### src/rtl/dcache_ctrl.sv
// Sequencing controller for a 2-way set-associative write-back data cache:
// hit detection, store merge, and write-back/refill sequencing against a 256-bit memory port.
module dcache_ctrl (
  input  logic         clk_i,
  input  logic         rst_i,
  input  logic         cpu_req_i,
  input  logic         cpu_write_i,
  input  logic [31:0]  cpu_addr_i,
  input  logic [31:0]  cpu_data_i,
  output logic [31:0]  cpu_data_o,
  output logic         cpu_stall_o,
  output logic [3:0]   sram_addr_o,
  output logic [24:0]  sram_tag_o,
  output logic [255:0] sram_data_o,
  output logic         sram_enable_o,
  output logic         sram_write_o,
  input  logic [24:0]  sram_tag_i,
  input  logic [255:0] sram_data_i,
  input  logic         sram_hit_i,
  output logic         mem_enable_o,
  output logic         mem_write_o,
  output logic [31:0]  mem_addr_o,
  output logic [255:0] mem_data_o,
  input  logic [255:0] mem_data_i,
  input  logic         mem_ack_i
);

  typedef enum logic [2:0] {
    IDLE      = 3'd0,
    MISS      = 3'd1,
    WRITEBACK = 3'd2,
    REFILL    = 3'd3,
    FILLWR    = 3'd4
  } state_e;

  state_e        state_q, state_d;
  logic [24:0]   victim_tag_q, victim_tag_d;
  logic [255:0]  victim_data_q, victim_data_d;
  logic [255:0]  fill_data_q, fill_data_d;

  logic [22:0]   addr_tag;
  logic [3:0]    addr_index;
  logic [2:0]    addr_word;
  logic [255:0]  merge_line;
  logic [31:0]   read_word;

  assign addr_tag   = cpu_addr_i[31:9];
  assign addr_index = cpu_addr_i[8:5];
  assign addr_word  = cpu_addr_i[4:2];
  assign read_word  = sram_data_i[{addr_word, 5'b0} +: 32];

  // Store merge: the addressed word slot takes the CPU data, the rest keep the hit line.
  genvar gi;
  generate
    for (gi = 0; gi < 8; gi++) begin : g_merge
      assign merge_line[32*gi +: 32] = (addr_word == 3'(gi)) ? cpu_data_i
                                                             : sram_data_i[32*gi +: 32];
    end
  endgenerate

  always_ff @(posedge clk_i or posedge rst_i) begin
    if (rst_i) begin
      state_q       <= IDLE;
      victim_tag_q  <= '0;
      victim_data_q <= '0;
      fill_data_q   <= '0;
    end else begin
      state_q       <= state_d;
      victim_tag_q  <= victim_tag_d;
      victim_data_q <= victim_data_d;
      fill_data_q   <= fill_data_d;
    end
  end

  always_comb begin
    state_d       = state_q;
    victim_tag_d  = victim_tag_q;
    victim_data_d = victim_data_q;
    fill_data_d   = fill_data_q;
    cpu_data_o    = '0;
    sram_addr_o   = addr_index;
    sram_tag_o    = '0;
    sram_data_o   = '0;
    sram_enable_o = 1'b1;
    sram_write_o  = 1'b0;
    mem_enable_o  = 1'b0;
    mem_write_o   = 1'b0;
    mem_addr_o    = '0;
    mem_data_o    = '0;

    case (state_q)
      IDLE: begin
        sram_enable_o = cpu_req_i;
        if (cpu_req_i) begin
          if (sram_hit_i) begin
            if (cpu_write_i) begin
              sram_write_o = 1'b1;
              sram_data_o  = merge_line;
              sram_tag_o   = {2'b11, addr_tag};
            end else begin
              cpu_data_o = read_word;
            end
          end else begin
            state_d = MISS;
          end
        end
      end
      MISS: begin
        victim_tag_d  = sram_tag_i;
        victim_data_d = sram_data_i;
        state_d       = (sram_tag_i[24] && sram_tag_i[23]) ? WRITEBACK : REFILL;
      end
      WRITEBACK: begin
        mem_enable_o = 1'b1;
        mem_write_o  = 1'b1;
        mem_addr_o   = {victim_tag_q[22:0], addr_index, 5'b0};
        mem_data_o   = victim_data_q;
        if (mem_ack_i) begin
          state_d = REFILL;
        end
      end
      REFILL: begin
        mem_enable_o = 1'b1;
        mem_addr_o   = {addr_tag, addr_index, 5'b0};
        if (mem_ack_i) begin
          fill_data_d = mem_data_i;
          state_d     = FILLWR;
        end
      end
      FILLWR: begin
        // Installed clean; a pending store dirties it on the following hit cycle.
        sram_write_o = 1'b1;
        sram_data_o  = fill_data_q;
        sram_tag_o   = {2'b10, addr_tag};
        state_d      = IDLE;
      end
      default: begin
        sram_enable_o = 1'b0;
        state_d       = IDLE;
      end
    endcase
  end

  // Held-off while rst_i is high so an aborted access reads as not stalled.
  assign cpu_stall_o = ~rst_i & cpu_req_i & ((state_q != IDLE) | ~sram_hit_i);

endmodule
### config.mk
export PLATFORM = sky130hd
export DESIGN_NAME = dcache_ctrl
export DESIGN_NICKNAME = d
export VERILOG_FILES = /design/src/rtl/dcache_ctrl.sv
export SDC_FILE = /design/constraint.sdc
export NUM_CORES = 2
export LEC_CHECK = 0
export CELL_PAD_IN_SITES_DETAIL_PLACEMENT = 1
export CELL_PAD_IN_SITES_GLOBAL_PLACEMENT = 2
export CORE_AREA = 2 2 468 470
export CTS_CLUSTER_DIAMETER = 100
export DETAILED_ROUTE_END_ITERATION = 10
export DIE_AREA = 0 0 470 472
export PLACE_DENSITY = 0.46
export SKIP_LAST_GASP = 1
export SLEW_MARGIN = 15
export SYNTH_ARGS = -nofsm -noshare
export SYNTH_HDL_FRONTEND = slang
export SYNTH_SLANG_ARGS = --single-unit
### constraint.sdc
create_clock -name clk_i -period 40.4 [get_ports clk_i]
set_clock_uncertainty 0.05 [all_clocks]
set_input_delay 12.12 -clock clk_i [delete_from_list [all_inputs] [get_ports clk_i]]
set_output_delay 12.12 -clock clk_i [all_outputs]
set_load 0.02 [all_outputs]
Yosys cells after proc, flatten, opt, wreduce, memory -nomap -nowiden

Index checks and enable logic that the tools add are counted.

Output and inout port bits: 610
Register bits: 538
Logic and storage cells: 68

Multiplexer cells: 35
Bitwise logic cells: 5
Equal/unequal tests: 15
Reduce and logical (&&, ||, !) cells: 8
Shifts and indexed selects: 1

Operators with widths:

| kind               | number |
|---|---|
| $mux 256           | 4 |
| $pmux 256 s2       | 1 |
| $mux 32            | 12 |
| $shiftx 256x9->32  | 1 |
| $mux 25            | 3 |
| $pmux 32 s2        | 1 |
| $pmux 25 s2        | 1 |
| $eq 3x3->1 const B | 5 |
| $eq 3x2->1 const B | 4 |
| $mux 3             | 4 |
| $pmux 3 s4         | 1 |
| $ne 2x2->1 const B | 4 |
| $eq 3x1->1 const B | 2 |
| $logic_not 3->1    | 2 |
| $mux 1             | 6 |
| $pmux 1 s2         | 2 |
| $reduce_and 4->1   | 1 |
| $reduce_or 4->1    | 1 |
| $reduce_bool 3->1  | 1 |
| $and 1x1->1        | 2 |
| $not 1->1          | 2 |
| $reduce_and 2->1   | 1 |
| $reduce_or 2->1    | 1 |
| $logic_and 1x1->1  | 1 |
| $or 1x1->1         | 1 |

Logic depth before layout (Yosys ltp)

Depth after elaboration: 6
Mapped depth: 9

Least setup slack after synthesis

Ideal clock, no wire load.

Path type: input port to output port
Start point: input port cpu_addr_i[2]
End point: output port sram_data_o[225]
Path slack: 14.661 ns
Arrival: 13.569 ns
Stages: 6
Data required time: 28.230 ns
Cells stage by stage: buf_2 clkbuf_1 nand3_1 buf_2 mux2i_1 o21ai_0

Cells in the longest elaborated chain, start to end: 6

RTL lines:

| element            | RTL line | RTL |
|---|---|---|
| start: declaration | 8        | `input logic [31:0] cpu_addr_i,` |
| $eq 3x3->1         | 56       | `assign merge_line[32*gi +: 32] = (addr_word == 3'(gi)) ? cpu_data_i` |
| $mux 32            | 56       |  |
| $mux 256           | 96       | `if (cpu_write_i) begin` |
| $mux 256           | 95       | `if (sram_hit_i) begin` |
| $mux 256           | 94       | `if (cpu_req_i) begin` |
| $pmux 256 s2       | 91       | `case (state_q)` |
| end: declaration   | 14       | `output logic [255:0] sram_data_o,` |

No other way between the ends.

Worst setup path after layout

Start point: input port sram_hit_i
End point: output port sram_data_o[246]

Cells in the longest elaborated chain, start to end: 3

RTL lines:

| element            | RTL line | RTL |
|---|---|---|
| start: declaration | 19       | `input logic sram_hit_i,` |
| $mux 256           | 95       |  |
| $mux 256           | 94       |  |
| $pmux 256 s2       | 91       |  |

No other way between the ends.

==> impl_metrics.json <==
{
  "gp_congestion": 0.792,
  "yosysTopAreaCell": "dfrtp_1",
  "htree_levels": 3,
  "clock_sinks": 538,
  "grt_pass1_wl_mm": 289,
  "cts_tree": "built",
  "tns_ns": 0,
  "worstMarginPinSlew_ns": 1.23,
  "final_area_sq_um": 48900,
  "num_vias": 26811,
  "synthFlopType": "dfrtp_1",
  "critical_path.startpoint": "sram_hit_i",
  "clk_pin_slew_ns": 0.05,
  "routed_wl_mm": 221,
  "async_flop_share_pct": 100,
  "max_freq_mhz": 35.1,
  "dp_slack_ns": 11.58,
  "slew_viol_final": 0,
  "synth_seq_cells": 538,
  "worstSetupPathType": "input pin to primary output",
  "cp_cell_sequence": "clkdlybuf4s50_1, nor4b_2, nand3_4, buf_4, buf_4, buf_4, o21ai_0, clkdlybuf4s50_1",
  "synth_cells": 2691,
  "cp-endpoint": "sram_data_o[246]",
  "core_sq_um": 217000,
  "synthTopCellsByArea": "dfrtp_1 44%, mux2i_1 13%, mux2_2 11%",
  "antenna_found_initial": 97,
  "clockBufferDepth": 3,
  "drt_iter0_markers": 1299,
  "viasPerCell": 3.96,
  "area_delta_synth_final_pct": 58.7,
  "multiInputGateArea_sq_um": 16100,
  "ys_types": 33,
  "die_h_um": 472,
  "timing_hold_violations_final": 0,
  "wl_per_cell_um": 32.6,
  "ys_warn_count": 0,
  "root_buffer": "clkbuf_16",
  "startpoint_type": "input pin",
  "maxCapViolCount": 0,
  "cts_made_buffers": 85,
  "whs_ns": 0.446,
  "place_area_sq_um": 45800,
  "crit_path_end_kind": "primary output",
  "drive_above_1_share_pct": 19.7,
  "required_ns": 28.23,
  "io_pins": 1217,
  "die_area_sq_um": 222000,
  "dr.pass1.iters": 5,
  "slew_headroom_pct": 17.9,
  "post-cts-setup-buffers": 0,
  "n_fill_cell": 24415,
  "r2r_slack_ns": 36.20,
  "synth_area_per_cell_sq_um": 11.4,
  "io_buffers": 1209,
  "powerDensity_nw_per_um2": 68.3,
  "synth_common_cells": "538 x dfrtp_1, 407 x mux2i_1, 306 x mux2_2",
  "min_period_over_period_pct": 70.6,
  "cts_resized": 0,
  "cpMostUsedCell": "buf_4",
  "period_minus_slack_ns": 28.53,
  "critPathBufInv": 5,
  "first_global_vias": 28990,
  "drc": 0,
  "cp_max_fo": 73,
  "power_mw": 3.34,
  "nNetsFinal": 4405,
  "die_width_um": 470,
  "rsz0062_at_grt": "false",
  "placed_cells": 6565,
  "critPathSlowestCell": "buf_4",
  "synth_top_area_share_pct": 43.7,
  "holdBufCountCts": 0,
  "yosysSeqAreaShare_pct": 43.7,
  "final_antenna_net_count": 0,
  "cpPeakStageDelay_ns": 0.84,
  "path_delay_family": "buffers and inverters",
  "syn_area_sq_um": 30800,
  "reg2reg_from": "state_q[0]",
  "yosys.cell_count.top_type": "dfrtp_1",
  "start_util_pct": 14.2,
  "crit_cells": 8,
  "grt_max_degree": 115,
  "reg2reg_depth": 6,
  "power_leakage_nw": 19.7,
  "grtUsageTotal_pct": 19.3,
  "rows": 171,
  "gr-total-overflow": 0,
  "peakVddDrop_uv": 37.7,
  "worstSkewPairLatency_ns": 0.69,
  "setup-violations-final": 0,
  "r2r-end": "victim_data_q[101]",
  "setup_slack_ns": 11.87,
  "crit_arrival_ns": 16.36,
  "hold_class": "register to register",
  "fin_util_pct": 22.6,
  "status": "completed",
  "seq_area_sq_um": 13500,
  "synth_edf_count": 0,
  "final_cells": 6764,
  "dpl.hpwl_mm": 170
}
==> logic make-up (layout without fill, tap and decap cells) <==
| kind of cell | count (synthesis) | count (layout) | share of synthesized area [%] |
|---|---|---|---|
| multiplexers | 942 | 942 | 35.6 |
| other | 1 | 47 | 0.0122 |
| flip-flops | 538 | 538 | 43.7 |
| XOR/XNOR | 1 | 1 | 0.0284 |
| AO/OA/AOI/OAI | 324 | 324 | 5.80 |
| buffers and inverters | 263 | 1436 | 4.46 |
| AND/OR/NAND/NOR | 622 | 622 | 10.4 |
==> registers in the layout, summed over array words and instances (netlist names) <==
name	cells
state_q	3
fill_data_q	256
victim_data_q	256
victim_tag_q	23
==> worst reg2reg max path, cell delays in order, from the launching register on <==
cell and delay [ns]:
dfrtp_2 0.34, buf_4 0.50, nor3b_2 0.40, buf_12 0.45, buf_4 0.93, buf_4 0.93
mux2_2 0.50
==> worst min-delay path by stage <==
stage / from / endpoint / slack [ns] / cells past startpoint
3_5_place_dp: victim_data_q[16] / victim_data_q[16] / 0.44 / 1
5_1_grt: victim_data_q[157] / victim_data_q[157] / 0.46 / 1
4_1_cts: victim_data_q[228] / victim_data_q[228] / 0.45 / 1
6_report: victim_data_q[246] / victim_data_q[246] / 0.45 / 1
3_3_place_gp: victim_data_q[44] / victim_data_q[44] / 0.43 / 1
2_1_floorplan: victim_data_q[0] / victim_data_q[0] / 0.42 / 1
==> layout make-up <==
type / instances / area share, %
Antenna cell: 42 / 0.215
Clock buffer: 123 / 5.06
Clock inverter: 34 / 1.02
Inverter: 3 / 0.0384
Multi-Input combinational cell: 1894 / 32.9
Sequential cell: 538 / 27.5
Tap cell: 2854 / 7.31
Timing Repair Buffer: 1276 / 25.9
==> placed cells by master (no fill, tap or decap), drive strengths merged <==
cell type and count:
or2 1, clkinvlp 2, clkinv 16, a31oi 1, bufinv 10, mux2i 407
nor3 2, diode 42, and3b 2, mux2 535, a21oi 1, a211oi 2
nor2b 2, and3 33, and2 284, inv 9, buf 69, nand2b 1
clkbuf 123, nand2 257, dfrtp 538, xnor2 1, nor2 26, nor4b 1
nand3 3, o21ai 256, a22oi 64, clkdlybuf4s50 1207, nand3b 3, nor3b 7
conb 5
==> power by group <==
| part | total [mW] | switching, mW | internal, mW |
|---|---|---|---|
| clock network | 0.808 | 0.318 | 0.490 |
| logic | 1.56 | 0.772 | 0.792 |
| registers | 0.968 | 0.147 | 0.821 |
==> routing by layer <==
metal	part of all wire, %	up-vias	wire (um)	GRT usage, %
met5	0.10	-	231	0
met4	2.9	38	6510	6.26
met3	8.8	238	19400	7.60
met2	45	1081	99400	30.2
met1	43	13817	95100	24.1
li1	-	11637	-	-
No activity file was read; power rests on OpenSTA's default activity.
